File: src/rtl/mem_ctrl.sv
// mem_ctrl: single-outstanding CPU-to-SRAM controller with request/ack handshake.
// Out-of-range addresses complete with err and never write the SRAM.
module mem_ctrl #(
    parameter int ADDR_LIMIT = 128
) (
    input  logic        clk,
    input  logic        rst_n,
    input  logic        req,
    input  logic        wr,
    input  logic [7:0]  addr,
    input  logic [15:0] wdata,
    output logic        ready,
    output logic        ack,
    output logic        err,
    output logic [15:0] rdata,
    output logic [15:0] txn_cnt,
    output logic [7:0]  sram_addr,
    output logic [15:0] sram_din,
    output logic        sram_we,
    input  logic [15:0] sram_dout
);

    typedef enum logic [1:0] {
        IDLE,
        WR,
        RD,
        DONE
    } state_t;

    localparam logic [8:0] LIMIT = 9'(ADDR_LIMIT);

    state_t      state_q, state_d;
    logic        err_flag_q, err_flag_d;
    logic [7:0]  sram_addr_q, sram_addr_d;
    logic [15:0] sram_din_q, sram_din_d;
    logic [15:0] rdata_q, rdata_d;
    logic [15:0] txn_cnt_q, txn_cnt_d;
    logic        ready_q, ready_d;
    logic        ack_q, ack_d;
    logic        err_q, err_d;
    logic        sram_we_q, sram_we_d;
    logic        addr_oor;

    // Widened compare so ADDR_LIMIT values up to 256 behave sensibly.
    assign addr_oor = {1'b0, addr} >= LIMIT;

    always_comb begin
        state_d     = state_q;
        err_flag_d  = err_flag_q;
        sram_addr_d = sram_addr_q;
        sram_din_d  = sram_din_q;
        rdata_d     = rdata_q;
        txn_cnt_d   = txn_cnt_q;

        case (state_q)
            IDLE: begin
                if (req) begin
                    sram_addr_d = addr;
                    sram_din_d  = wdata;
                    err_flag_d  = addr_oor;
                    if (addr_oor) begin
                        state_d = DONE;
                    end else if (wr) begin
                        state_d = WR;
                    end else begin
                        state_d = RD;
                    end
                end
            end
            WR: begin
                state_d = DONE;
            end
            RD: begin
                rdata_d = sram_dout;
                state_d = DONE;
            end
            DONE: begin
                txn_cnt_d = txn_cnt_q + 16'd1;
                state_d   = IDLE;
            end
            default: begin
                state_d = IDLE;
            end
        endcase

        // Outputs are registered from the next-state decode so they align with state_q.
        ready_d   = (state_d == IDLE);
        sram_we_d = (state_d == WR);
        ack_d     = (state_d == DONE);
        err_d     = (state_d == DONE) && err_flag_d;
    end

    always_ff @(posedge clk or negedge rst_n) begin
        if (!rst_n) begin
            state_q     <= IDLE;
            err_flag_q  <= 1'b0;
            sram_addr_q <= '0;
            sram_din_q  <= '0;
            rdata_q     <= '0;
            txn_cnt_q   <= '0;
            ready_q     <= 1'b1;
            ack_q       <= 1'b0;
            err_q       <= 1'b0;
            sram_we_q   <= 1'b0;
        end else begin
            state_q     <= state_d;
            err_flag_q  <= err_flag_d;
            sram_addr_q <= sram_addr_d;
            sram_din_q  <= sram_din_d;
            rdata_q     <= rdata_d;
            txn_cnt_q   <= txn_cnt_d;
            ready_q     <= ready_d;
            ack_q       <= ack_d;
            err_q       <= err_d;
            sram_we_q   <= sram_we_d;
        end
    end

    assign ready     = ready_q;
    assign ack       = ack_q;
    assign err       = err_q;
    assign sram_we   = sram_we_q;
    assign rdata     = rdata_q;
    assign txn_cnt   = txn_cnt_q;
    assign sram_addr = sram_addr_q;
    assign sram_din  = sram_din_q;

endmodule

File: config.mk
export PLATFORM = sky130hd
export DESIGN_NAME = mem_ctrl
export DESIGN_NICKNAME = d
export VERILOG_FILES = /design/src/rtl/mem_ctrl.sv
export SDC_FILE = /design/constraint.sdc
export NUM_CORES = 1
export LEC_CHECK = 0
export ABC_AREA = 1
export BUFFER_PORTS_ARGS = -buffer_cell sky130_fd_sc_hd__buf_4
export CAP_MARGIN = 20
export CORE_UTILIZATION = 45
export DETAILED_ROUTE_END_ITERATION = 8
export GPL_TIMING_DRIVEN = 0
export PLACE_DENSITY = 0.79
export REMOVE_ABC_BUFFERS = 1
export SLEW_MARGIN = 10
export SYNTH_ARGS = -nofsm -noshare
export SYNTH_HDL_FRONTEND = slang
export SYNTH_SLANG_ARGS = --single-unit
File: constraint.sdc
create_clock -name clk -period 1.6 [get_ports clk]
set_input_delay 0.16 -clock clk [delete_from_list [all_inputs] [get_ports clk]]
set_output_delay 0.16 -clock clk [all_outputs]
set_load 0.02 [all_outputs]
# After elaboration in Yosys (flattened, before gate mapping)

Index checks and enable logic that the tools add are counted.

Register bits after elaboration: 63
Bits in latches: 0
Memory bits (writable): 0
Memory bits (read-only): 0
Input port bits: 44
Output and inout port bits: 60
Logic and storage cells: 28
Memories: 0

Add/subtract/negate cells: 1
Multipliers: 0
Divide/modulo/power cells: 0
$lt $le $gt $ge: 1
Eq/ne operators: 5
Shift operators: 0
Multiplexer cells: 6
Bitwise logic cells: 0
Reduce and logical (&&, ||, !) cells: 5

Operator list:

| kind                  | number |
|---|---|
| $add 16x1->16 const B | 1 |
| $ge 8x8->1 const B    | 1 |
| $eq 2x2->1 const B    | 3 |
| $mux 2                | 3 |
| $pmux 2 s3            | 1 |
| $eq 2x1->1 const B    | 2 |
| $logic_not 2->1       | 2 |
| $mux 1                | 2 |
| $reduce_and 2->1      | 1 |
| $reduce_or 2->1       | 1 |
| $logic_and 1x1->1     | 1 |

# Logic depth before layout (Yosys ltp)

Gate-level depths: netlist of the first run.

Depth after elaboration: 6
Gate-level depth with buffers: 9
Gate-level depth less buffers: 8

# Worst setup path after synthesis of the first run

No wires, ideal clock.

Path type: register to register
Start: register state_q[0]
End: register rdata_q[10], in the netlist rdata[10]
Arrival time: 1.263 ns
Slack: 0.212 ns
Cell stages (with the launch flop): 6
Period minus slack after synthesis: 1.388 ns
Path through: dfrtp_1 > inv_1 > ha_1 > buf_2 > buf_4 > mux2_2

Word-level cells in the longest chain between the ends: 1

Ends and longest elaborated chain:

| element                | line | source |
|---|---|---|
| start, declared        | 32   | `state_t state_q, state_d;` |
| start signal, assigned | 106  | `state_q <= state_d;` |
| $eq 2x2->1             | 55   | `case (state_q)` |
| end signal, assigned   | 110  | `rdata_q <= rdata_d;` |
| end, declared          | 36   | `logic [15:0] rdata_q, rdata_d;` |

No other way between the ends.
A chain may end at the register's enable or synchronous reset.

# Worst setup path after layout of the first run

Start: register state_q[0]
End: register err_q, in the netlist err

Elaborated cells on any way between the ends: 10
Classes of those cells: eq/ne: 4; mux: 3; reduce/logical: 3

RTL lines:

| element              | line | source |
|---|---|---|
| $logic_not 2->1      | 55   |  |
| $mux 1               | 55   |  |
| named net err_flag_d | 33   | `logic err_flag_q, err_flag_d;` |
| $logic_and 1x1->1    | 90   | `err_d = (state_d == DONE) && err_flag_d;` |
| named net err_d      | 40   | `logic err_q, err_d;` |
| end signal, assigned | 114  | `err_q <= err_d;` |
| end, declared        | 40   |  |

The timed path passes the listed nets, and every way through them passes these cells.

==> flow_metrics.env, run 1 <==
export IMPL_status="finished, final reports clean"
export IMPL_synthesis_area_mm2=0.00264
export IMPL_startpoint_type="register"
export IMPL_clock_latency_ps=340
export IMPL_grt_first_pass_wirelength_um=9660
export IMPL_synth_seq_cells=63
export IMPL_die_width_um=78.6
export IMPL_fmax_ghz=0.662
export IMPL_crit_path_end_kind="register"
export IMPL_path_max_fanout=25
export IMPL_grt_pass1_vias=2120
export IMPL_ioPinCount=104
export IMPL_yosysTopAreaCellShare_pct=58.8
export IMPL_p_leak_nw=1.94
export IMPL_synth_edff_count=0
export IMPL_grt_setup_unrepaired="true"
export IMPL_clk_pin_slew_ps=70
export IMPL_yosysMostFrequentCell="nand2_1"
export IMPL_drt_iter0_markers=84
export IMPL_yosysUniqueCellTypes=25
export IMPL_synth_top_area_cell="dfrtp_1"
export IMPL_hold_viol=0
export IMPL_critPathTopFamily="flip-flops"
export IMPL_period_minus_slack_ps=1510
export IMPL_fillers=475
export IMPL_postSynth_asyncResetShare_pct=100
export IMPL_vias=2079
export IMPL_arrival_ps=1780
export IMPL_core_area_mm2=0.00557
export IMPL_dpl_cell_count=427
export IMPL_worst_path_buf_inv=3
export IMPL_synthCells=259
export IMPL_via_per_inst=4.63
export IMPL_avgRoutedWirePerCell_um=12.5
export IMPL_holdWs_ps=15.4
export IMPL_port_buffers=103
export IMPL_clockBufferDepth=2
export IMPL_required_ps=1870
export IMPL_fin_cells=449
export IMPL_first_pass_iters=4
export IMPL_clock_skew_ps=9.99
export IMPL_fin_crit_sh_pct=94.4
export IMPL_numCtsBuffers=9
export IMPL_place_gp_congestion=0.790
export IMPL_ys_top_cells_by_count="99 x nand2_1, 62 x dfrtp_1, 18 x inv_1"
export IMPL_syn_area_per_cell_um2=10.2
export IMPL_layout_nets=421
export IMPL_antenna_found_initial=0
export IMPL_post_cts_setup_buffers=0
export IMPL_critPathMaxStageDelay_ps=400
export IMPL_ys_seq_area_share_pct=59.8
export IMPL_drtAntennaViolNets=0
export IMPL_die_h_um=78.6
export IMPL_crit_top_cell="inv_1"
export IMPL_clock_root_buffer="clkbuf_8"
export IMPL_final_setup_viol_count=0
export IMPL_cts_tree="built"
export IMPL_ys_warn_count=0
export IMPL_wl_um=5600
export IMPL_slew_viol_final=0
export IMPL_critPathKind="register to register"
export IMPL_num_antenna_cells=0
export IMPL_slew_limit_headroom_pct=48.7
export IMPL_powerDensity_mw_per_mm2=1870
export IMPL_grt_max_degree=64
export IMPL_path_cells="inv_1 > ha_2 > nand2_8 > clkinv_8 > nand2_1 > o21ai_1 > inv_1 > nor2_1"
export IMPL_drc=0
export IMPL_drive_above_1_share_pct=40.1
export IMPL_area_growth_pct=40.7
export IMPL_vdd_drop_max_uv=1150
export IMPL_num_rows=27
export IMPL_critPathSlowestCell="dfrtp_1"
export IMPL_grt_overflow=0
export IMPL_htreeDepth=3
export IMPL_worst_pin_slew_ps=770
export IMPL_start_util_pct=47.4
export IMPL_hold_class="primary input to register"
export IMPL_max_cap_violations=0
export IMPL_dp_hpwl_um=3920
export IMPL_cts_sinks=63
export IMPL_grtUsageTotal_pct=20.9
export IMPL_post_dp_cell_area_mm2=0.00346
export IMPL_dominantRegCellSynth="dfrtp_1"
export IMPL_synth_top_cells_by_area="dfrtp_1 59%, nand2_1 14%, mux2_2 6.8%"
export IMPL_die_area_mm2=0.00618
export IMPL_fin_area_mm2=0.00371
## logic make-up (layout without fill, tap and decap cells)
logic type                 count (synthesis)  in the layout  synth area share (%)
and+or+nand+nor                          132            132                  21.8
AOI/OAI and AO/OA                          6              6                  1.33
muxes                                     16             16                  6.82
adders and majority gates                  5              5                  2.37
xor gates and xnor gates                  11             11                  3.65
buffers and inverters                     26            144                  4.27
DFF                                       63             63                  59.8
## flip-flops by register name, summed over array words and instances (netlist names)
name and count:
sram_we 1, txn_cnt 16, ready 1, err 1, sram_addr 8, ack 1, sram_din 16, rdata 16
err_flag_q 1, state_q 2
## report_power, final
part / leakage [nW] / switching [mW] / internal (mW)
Clock: 0.0829 / 0.579 / 0.551
Sequential: 0.789 / 0.421 / 2.24
Combinational: 1.07 / 1.74 / 1.39
Total: 1.94 / 2.74 / 4.19
## final cells by class
cell class | count | area (um2) | share of cell area, %
tap | 72 | 90.1 | 2.43
clock inverter | 5 | 27.5 | 0.741
clock buffer | 11 | 131 | 3.54
timing repair buffer | 109 | 833 | 22.4
multi-input combinational | 170 | 971 | 26.1
inverter | 19 | 83.8 | 2.26
sequential | 63 | 1580 | 42.5
## timing repair
item                                   4_1_cts  5_1_grt
hold buffers                                 6        0
setup endpoints to repair                   42        7
endpoints found under the hold margin       67        0
gates resized for setup                      7        4
## metrics by stage
step | setup WS [ps] | utilization, % | total power [mW] | setup TNS, ps
5_1_grt | -78.7 | 66.6 | 7.41 | -78.7
2_1_floorplan | 53.6 | - | 4.42 | 0
3_3_place_gp | -313 | 62.1 | 5.65 | -2640
3_5_place_dp | -389 | 62.1 | 5.77 | -4020
6_report | 89.4 | 66.6 | 6.93 | 0
4_1_cts | 37.6 | 66.5 | 7.00 | 0
## worst paths after layout
| check | endpoint | from | slack, ps | cells past startpoint |
|---|---|---|---|---|
| setup / recovery | err | state_q[0] | 90 | 8 |
| hold / removal | sram_din[9] | wdata[9] | 20 | 3 |
| setup reg to reg | err | state_q[0] | 90 | 8 |
| hold reg to reg | sram_din[15] | sram_din[15] | 490 | 2 |
| max in group asynchronous | sram_din[1] | rst_n | 650 | 2 |
| min in group asynchronous | ack | rst_n | 430 | 2 |
## layer usage
layer / share of wire (%) / up-vias / GRT usage (%)
li1: - / 1030 / -
met1: 41 / 968 / 23.2
met2: 51 / 70 / 36.3
met3: 5.3 / 11 / 5.23
met4: 2.5 / 0 / 11.7
met5: 0 / - / 0
## cells in the final DEF (no fill, tap or decap), drive strengths merged
cell type and count:
buf 103, nand2 103, dfrtp 62, inv 18, nor2 17, mux2 16, clkbuf 11, nand3 8
xor2 7, dlygate4sd3 6, clkinv 5, ha 5, xnor2 4, o21ai 3, nand4 2, nand3b 2
o211ai 1, a21oi 1, o21bai 1, clkinvlp 1, dfstp 1
## worst register-to-register path: stages (launching register included)
cell,delay [ps]
dfrtp_1,400
inv_1,120
ha_2,250
nand2_8,150
clkinv_8,150
nand2_1,80
o21ai_1,120
inv_1,70
nor2_1,110
Note: power is estimated with default switching activity, not from simulation.
==> inputs of run 2 (changes only) <==
--- a/config.mk
+++ b/config.mk
@@ -5,13 +5,12 @@
 export SDC_FILE = /design/constraint.sdc
 export NUM_CORES = 1
 export LEC_CHECK = 0
-export ABC_AREA = 1
 export BUFFER_PORTS_ARGS = -buffer_cell sky130_fd_sc_hd__buf_4
 export CAP_MARGIN = 20
 export CORE_UTILIZATION = 45
 export DETAILED_ROUTE_END_ITERATION = 8
 export GPL_TIMING_DRIVEN = 0
-export PLACE_DENSITY = 0.79
+export PLACE_DENSITY = 0.8
 export REMOVE_ABC_BUFFERS = 1
 export SLEW_MARGIN = 10
 export SYNTH_ARGS = -nofsm -noshare
==> run 2 against run 1 <==
Net effect:
- highest routed layer unchanged
- critical endpoint unchanged
- clock-buffer cell count unchanged
- final cell count decreased by 21%
- sequential share of layout area increased by 0.97 points
==> flow_metrics.env, run 2 <==
export IMPL_status="finished, final reports clean"
export IMPL_critPathTopFamily="flip-flops"
export IMPL_worst_path_buf_inv=1
export IMPL_die_width_um=76.7
export IMPL_start_util_pct=47.9
export IMPL_final_common_cell="buf_4"
export IMPL_worst_pin_slew_ps=774
export IMPL_htreeDepth=3
export IMPL_met3_length_um=322
export IMPL_grt_max_degree=64
export IMPL_pre_cts_ws_ps=-442
export IMPL_clock_root_buffer="clkbuf_8"
export IMPL_holdWs_ps=60.8
export IMPL_critPathSlowestCell="dfrtp_1"
export IMPL_hold_viol=0
export IMPL_yosysTopAreaCellShare_pct=61.8
export IMPL_numCtsBuffers=9
export IMPL_via_per_inst=4.83
export IMPL_final_setup_viol_count=0
export IMPL_synthCells=170
export IMPL_wl_um=5050
export IMPL_synth_top_area_cell="dfrtp_1"
export IMPL_fin_area_mm2=0.00363
export IMPL_m1WireLength_um=1980
export IMPL_slew_viol_final=0
export IMPL_dp_hpwl_um=3580
export IMPL_ys_seq_area_share_pct=62.8
export IMPL_vias=1719
export IMPL_yosysUniqueCellTypes=25
export IMPL_yosysMostFrequentCell="dfrtp_1"
export IMPL_area_growth_pct=44.7
export IMPL_drt_iter0_markers=46
export IMPL_drive_above_1_share_pct=60.1
export IMPL_layout_nets=330
export IMPL_vdd_drop_max_uv=1110
export IMPL_ys_warn_count=0
export IMPL_p_leak_nw=1.77
export IMPL_antenna_found_initial=0
export IMPL_ys_top_cells_by_count="62 x dfrtp_1, 40 x mux2_2, 9 x xnor2_1"
export IMPL_required_ps=1810
export IMPL_synth_top_cells_by_area="dfrtp_1 62%, mux2_2 18%, xnor2_1 3.1%"
export IMPL_crit_path_end_kind="register"
export IMPL_clk_pin_slew_ps=70
export IMPL_slew_limit_headroom_pct=48.4
export IMPL_cts_sinks=63
export IMPL_grt_first_pass_wirelength_um=8250
export IMPL_clock_latency_ps=320
export IMPL_max_cap_violations=0
export IMPL_synth_edff_count=0
export IMPL_synth_seq_cells=63
export IMPL_ioPinCount=104
export IMPL_place_gp_congestion=0.708
export IMPL_synthesis_area_mm2=0.00251
export IMPL_cts_tree="built"
export IMPL_critPathMaxStageDelay_ps=420
export IMPL_clockBufferDepth=2
export IMPL_drtAntennaViolNets=0
export IMPL_post_dp_cell_area_mm2=0.00335
export IMPL_layout_common_cells="103 x buf_4, 61 x dfrtp_1, 40 x mux2_2"
export IMPL_grt_overflow=0
export IMPL_period_minus_slack_ps=1500
export IMPL_postSynth_asyncResetShare_pct=100
export IMPL_top_layer="met4"
export IMPL_dr_wl_met2_um=2720
export IMPL_hold_class="primary input to register"
export IMPL_syn_area_per_cell_um2=14.8
export IMPL_fmax_ghz=0.667
export IMPL_path_max_fanout=25
export IMPL_die_area_mm2=0.00588
export IMPL_post_cts_setup_buffers=0
export IMPL_grt_pass1_vias=1829
export IMPL_avgRoutedWirePerCell_um=14.2
export IMPL_clock_skew_ps=10.1
export IMPL_port_buffers=103
export IMPL_drc=0
export IMPL_startpoint_type="register"
export IMPL_die_h_um=76.7
export IMPL_critPathKind="register to register"
export IMPL_dominantRegCellSynth="dfrtp_1"
export IMPL_powerDensity_mw_per_mm2=2080
export IMPL_setup_ws_ps=101
export IMPL_grt_setup_unrepaired="true"
export IMPL_core_area_mm2=0.00524
export IMPL_first_pass_iters=6
export IMPL_path_cells="inv_1 > ha_2 > nand2_8 > a21o_1 > and3_1"
export IMPL_num_rows=26
export IMPL_fin_crit_sh_pct=93.7
export IMPL_num_antenna_cells=0
export IMPL_arrival_ps=1710
export IMPL_grtUsageTotal_pct=18.1
run 2: cells by family (layout without fill, tap and decap cells):
group / after synthesis / count (layout) / share of synthesized area [%]
flip-flops: 63 / 63 / 62.8
buffers and inverters: 10 / 126 / 1.69
multiplexers: 40 / 40 / 17.9
adder cells (fa/ha/maj): 5 / 5 / 2.49
AND/OR/NAND/NOR: 31 / 31 / 8.22
XOR/XNOR: 15 / 15 / 5.23
AO/OA/AOI/OAI: 6 / 6 / 1.59
run 2: what timing repair did:
action / 4_1_cts / 5_1_grt
endpoints found under the hold margin: 62 / 0
setup endpoints to repair: 43 / 31
gates resized for setup: 4 / 6
hold buffers: 1 / 0
run 2: area by class of cell:
class	instances	area, um2
fillers	385	1600
flip-flops and latches	63	1580
multi-input cells	97	931
repair buffers	104	783
clock buffers	11	151
well taps	70	87.6
clock inverters	5	80.1
inverters	6	22.5
run 2: report_power, final:
part / switching, mW / total, mW / internal [mW]
Sequential: 0.409 / 2.70 / 2.29
Clock: 0.597 / 1.56 / 0.960
Combinational: 1.68 / 3.31 / 1.64
run 2: final timing paths:
path,from,slack (ps),to,depth (start not counted)
min in group asynchronous,rst_n,500,rdata[10],2
setup reg to reg,state_q[0],100,err,5
max in group asynchronous,rst_n,570,state_q[1],2
hold reg to reg,txn_cnt[15],480,txn_cnt[15],1
hold / removal,addr[4],60,sram_addr[4],2
setup / recovery,state_q[0],100,err,5
run 2: metrics by stage:
| step | TNS (ps) | util (%) | std cells | power, mW |
|---|---|---|---|---|
| global placement | -11230 | 64.0 | 339 | 5.87 |
| finish | 0 | 69.4 | 356 | 7.57 |
| global route | -21.7 | 69.4 | 356 | 8.00 |
| detailed placement | -12010 | 64.0 | 339 | 5.99 |
| floorplan | -2250 | - | 166 | 4.57 |
| CTS | 0 | 68.8 | 356 | 7.59 |
run 2: per-layer routing:
layer,up-vias,GRT usage (%)
li1,811,-
met1,848,20.5
met2,57,32.0
met3,3,5.36
met4,0,6.92
met5,-,0
